## src/rtl/demux_dispatch_pkg.sv

```systemverilog
// demux_dispatch_pkg: shared constants for the four-channel dispatcher
package demux_dispatch_pkg;
  localparam int WIDTH_DEF = 32;
  localparam int DEPTH_DEF = 2;
  localparam int NCH = 4;
  localparam int CNT_W = 16;
  localparam logic [1:0] CH0 = 2'd0;
  localparam logic [1:0] CH1 = 2'd1;
  localparam logic [1:0] CH2 = 2'd2;
  localparam logic [1:0] CH3 = 2'd3;
endpackage

```

## src/rtl/demux_chan_fifo.sv

```systemverilog
// demux_chan_fifo: DEPTH-entry first-word-fall-through FIFO, head forced to zero when empty
module demux_chan_fifo #(
  parameter int WIDTH = 32,
  parameter int DEPTH = 2
) (
  input  logic             i_clk,
  input  logic             i_rst,
  input  logic             i_push,
  input  logic [WIDTH-1:0] i_din,
  input  logic             i_pop,
  output logic             o_full,
  output logic             o_empty,
  output logic [WIDTH-1:0] o_head
);
  localparam int AW = $clog2(DEPTH);
  logic [WIDTH-1:0] r_mem [DEPTH];
  logic [AW-1:0] r_rd, r_wr;
  logic [AW:0] r_cnt;
  logic w_push, w_pop;
  assign o_full = r_cnt == (AW+1)'(DEPTH);
  assign o_empty = r_cnt == '0;
  assign w_push = i_push && !o_full;
  assign w_pop = i_pop && !o_empty;
  assign o_head = o_empty ? '0 : r_mem[r_rd];
  always_ff @(posedge i_clk) begin
    if (i_rst) begin
      r_rd <= '0;
      r_wr <= '0;
      r_cnt <= '0;
    end else begin
      if (w_push) r_wr <= r_wr + 1'b1;
      if (w_pop) r_rd <= r_rd + 1'b1;
      r_cnt <= r_cnt + (AW+1)'(w_push) - (AW+1)'(w_pop);
    end
  end
  // storage needs no reset: the head is masked whenever the FIFO is empty
  always_ff @(posedge i_clk) begin
    if (!i_rst && w_push) r_mem[r_wr] <= i_din;
  end
endmodule

```

## src/rtl/demux_dispatch.sv

```systemverilog
// demux_dispatch: routes each accepted word to one of four FWFT channel FIFOs
module demux_dispatch
  import demux_dispatch_pkg::*;
#(
  parameter int WIDTH = WIDTH_DEF,
  parameter int DEPTH = DEPTH_DEF
) (
  input  logic             iClk,
  input  logic             iRst,
  input  logic [WIDTH-1:0] iD,
  input  logic             iS1,
  input  logic             iS0,
  input  logic             iValid,
  output logic             oReady,
  output logic [WIDTH-1:0] oZ0,
  output logic [WIDTH-1:0] oZ1,
  output logic [WIDTH-1:0] oZ2,
  output logic [WIDTH-1:0] oZ3,
  output logic [NCH-1:0]   oValid,
  input  logic [NCH-1:0]   iReady,
  output logic [CNT_W-1:0] oCount
);
  logic [1:0] w_sel;
  logic [NCH-1:0] w_full, w_empty;
  logic [WIDTH-1:0] w_head [NCH];
  logic w_acc;
  logic [CNT_W-1:0] r_count;
  assign w_sel = {iS1, iS0};
  // readiness comes only from registered occupancy, so a same-cycle pop never unblocks a full channel
  assign oReady = !w_full[w_sel];
  assign w_acc = iValid && oReady;
  for (genvar c = 0; c < NCH; c++) begin : g_ch
    demux_chan_fifo #(.WIDTH(WIDTH), .DEPTH(DEPTH)) u_fifo (
      .i_clk  (iClk),
      .i_rst  (iRst),
      .i_push (w_acc && w_sel == 2'(c)),
      .i_din  (iD),
      .i_pop  (iReady[c]),
      .o_full (w_full[c]),
      .o_empty(w_empty[c]),
      .o_head (w_head[c])
    );
  end
  assign oValid = ~w_empty;
  assign oZ0 = w_head[CH0];
  assign oZ1 = w_head[CH1];
  assign oZ2 = w_head[CH2];
  assign oZ3 = w_head[CH3];
  always_ff @(posedge iClk) begin
    if (iRst) r_count <= '0;
    else if (w_acc) r_count <= r_count + CNT_W'(1);
  end
  assign oCount = r_count;
endmodule

```

## config.mk

```make
export PLATFORM = sky130hd
export DESIGN_NAME = demux_dispatch
export DESIGN_NICKNAME = d
export VERILOG_FILES = /design/src/rtl/demux_dispatch_pkg.sv /design/src/rtl/demux_chan_fifo.sv /design/src/rtl/demux_dispatch.sv
export SDC_FILE = /design/constraint.sdc
export NUM_CORES = 1
export LEC_CHECK = 0
export BUFFER_PORTS_ARGS = -buffer_cell sky130_fd_sc_hd__buf_2
export CAP_MARGIN = 5
export CORE_ASPECT_RATIO = 0.8
export CORE_MARGIN = 2
export CORE_UTILIZATION = 55
export CTS_CLUSTER_SIZE = 10
export DETAILED_ROUTE_END_ITERATION = 7
export PLACE_DENSITY_LB_ADDON = 0.2
export SYNTH_ARGS = -nofsm -noshare
export SYNTH_HDL_FRONTEND = slang
export SYNTH_SLANG_ARGS = --single-unit
```

## constraint.sdc

```tcl
create_clock -name iClk -period 7 [get_ports iClk]
set_input_delay 1.75 -clock iClk [delete_from_list [all_inputs] [get_ports iClk]]
set_output_delay 1.75 -clock iClk [all_outputs]
set_load 0.05 [all_outputs]
```

==> out/qor.yml <==
status: "completed"
fin_tns_setup_ns: 0
worst-path-buf-inv: 3
cts_tree: "yes"
final_cell_mix: "256 x edfxtp_1, 189 x buf_2, 146 x nor2_1"
crit_path_cell_trace: "buf_2 > mux4_2 > inv_1 > buf_2"
ant_nets: 0
ys_ff_latch: 292
layout.nets: 989
syn-cell-area_um2: 11300
powerDensity_nw_per_um2: 487
syn_nets: 791
yosysUniqueCellTypes: 33
rsz0062_at_grt: "no"
fin_area_um2: 13600
ir_worst_vdd_v: 0.000393
wl_per_cell_um: 20.1
ctsHoldBuffers: 0
combinationalPowerShare_pct: 43.3
place_congestion: 0.744
yosysTopAreaCellShare_pct: 67.9
clock_path_buffers: 3
cp_slowest_cell: "mux4_2"
ctsResizeCount: 0
cp_max_fo: 29
dr.pass1.iters: 5
final_common_cell: "edfxtp_1"
grt_pass1_wl_um: 37500
crit_top_cell: "buf_2"
power.switching_mw: 3.03
fin_crit_sh_pct: 68.2
io_pins: 190
grt_pass1_vias: 6429
initial_core_util_pct: 56.6
yosysTopAreaCell: "edfxtp_1"
slew_headroom_pct: 18.3
worst_pin_slew_ns: 1.22
grt_max_degree: 48
hold_violations: 0
final_cell_count_no_fill: 1221
period_needed_ns: 4.77
crit_required_ns: 5.25
routed_wl_um: 24600
drc: 0
seq_area_frac_synth_pct: 74.3
grtUsageTotal_pct: 23.0
rows: 46
core_um2: 20000
yosys_warnings: 0
vias: 6751
maxCapViolations: 0
synth_area_leaders: "edfxtp_1 68%, mux2i_1 11%, dfxtp_1 6.4%"
drive_gt1_share_pct: 27.2
htreeDepth: 2
fill_cells: 1393
swShare_pct: 45.9
clock_skew_ns: 0.0134
cp_data_arrival_time_ns: 3.02
die_y_um: 132
cts.sinks: 292
post-cts-setup-buffers: 0
finish.utilization_pct: 68.0
vias_per_cell: 5.53
setup_viol: 0
start_kind: "input pin"
drtIter0Drc: 590
clkPwrFrac_pct: 23.7
dp.final_hpwl_um: 14900
place_area_um2: 12600
die_w_um: 164
cts-root-buf: "clkbuf_16"
area_growth_syn_to_layout_pct: 20.0
gr-total-overflow: 0
critPathMaxStageDelay_ns: 0.74
leakage_nw: 4.95
antenna_found_initial: 1
clk_latency_ns: 0.51
dp_cells: 1170
avgSynthCellArea_um2: 15.2
hp-class: "flop to flop"
fmax_mhz: 209
path_class: "input pin to primary output"
finalMaxSlewViolations: 0
clk_pin_slew_ns: 0.05
endpoint_kind: "primary output"
cpLargestDelayFamily: "multiplexers"
synthCells: 745
p_seq_share_pct: 33.0
intPower_mw: 3.58
io_buffers: 189
dieArea_um2: 21700
cts_buffers: 35
[final cells by class]
cell class / instances / area, µm² / area share (%)
Tap cell: 264 / 330 / 2.43
Clock buffer: 47 / 942 / 6.94
Sequential cell: 292 / 8410 / 62.0
Clock inverter: 3 / 33.8 / 0.249
Multi-Input combinational cell: 401 / 2770 / 20.4
Timing Repair Buffer: 201 / 1040 / 7.63
Antenna cell: 1 / 2.50 / 0.0184
Inverter: 12 / 45.0 / 0.332
[synthesized netlist by cell type]
library cell,number
buf_6,1
or2_2,1
or3_1,6
nor2_1,150
nor3b_1,5
o21ai_0,7
o31ai_1,10
nand2b_1,3
and4_1,2
clkbuf_1,25
ha_1,5
nor4_1,1
or4_1,11
nand2_1,4
mux2_2,2
mux2i_1,128
nand4b_1,2
buf_1,13
inv_1,12
xnor2_1,8
a21oi_1,18
mux4_2,1
nor3_1,5
nand3_1,6
mux2_1,1
xor2_1,7
edfxtp_1,256
and3_1,1
dfxtp_1,36
buf_2,1
and2_1,5
nand4_1,5
nor2b_1,7
[power groups by stage]
stage | Clock, mW | Combinational (mW) | Sequential [mW]
6_report | 1.57 | 2.86 | 2.18
5_1_grt | 1.67 | 3.01 | 2.19
4_1_cts | 1.59 | 2.88 | 2.18
3_5_place_dp | 0 | 2.87 | 2.21
3_3_place_gp | 0 | 2.85 | 2.21
2_1_floorplan | 0 | 2.29 | 2.06
[through the flow]
step                hold slack (ns)  power, mW  worst slack [ns]
finish                        0.481       6.61              2.23
floorplan                     0.449       4.34              1.52
detailed placement            0.478       5.08              2.22
CTS                           0.485       6.66              2.22
global route                  0.512       6.87              2.13
global placement              0.468       5.06              2.24
[sequential cells by signal, indices dropped and copies added (netlist names), named ones only]
signal             count
oCount                16
g_ch.u_fifo.r_mem    256
g_ch.u_fifo.r_wr       4
g_ch.u_fifo.r_rd       4
g_ch.u_fifo.r_cnt      8
[kinds of logic after synthesis]
family                   after synthesis  share of synthesized area (%)
AO/OA/AOI/OAI                         35                           1.77
XOR/XNOR                              15                           1.16
adder cells (fa/ha/maj)                5                          0.553
buffers and inverters                 52                           1.80
flip-flops                           292                           74.3
AND/OR/NAND/NOR                      214                           8.57
multiplexers                         132                           11.8
[metal layers]
metal  track usage [%]  wire, µm
met1              35.2     11400
met2              34.9     11200
met3              3.90      1650
met4              5.12       332
met5                 0         0
[worst reg2reg max path: stages (launching register included)]
cell	delay (ns)
dfxtp_1	0.35
nor2b_1	0.17
or4_1	0.59
nor3b_2	0.81
buf_4	0.48
[final timing paths]
path / cells past startpoint / start / endpoint / slack [ns]
worst min-delay path: 2 / g_ch[1].u_fifo.r_wr / g_ch[1].u_fifo.r_wr / 0.48
worst max register to register: 4 / g_ch[0].u_fifo.r_cnt[1] / g_ch[0].u_fifo.r_mem[1][19] / 4.26
worst min register to register: 2 / g_ch[1].u_fifo.r_wr / g_ch[1].u_fifo.r_wr / 0.48
worst max-delay path: 4 / iS1 / oReady / 2.23
Note: power is estimated with default switching activity, not from simulation.
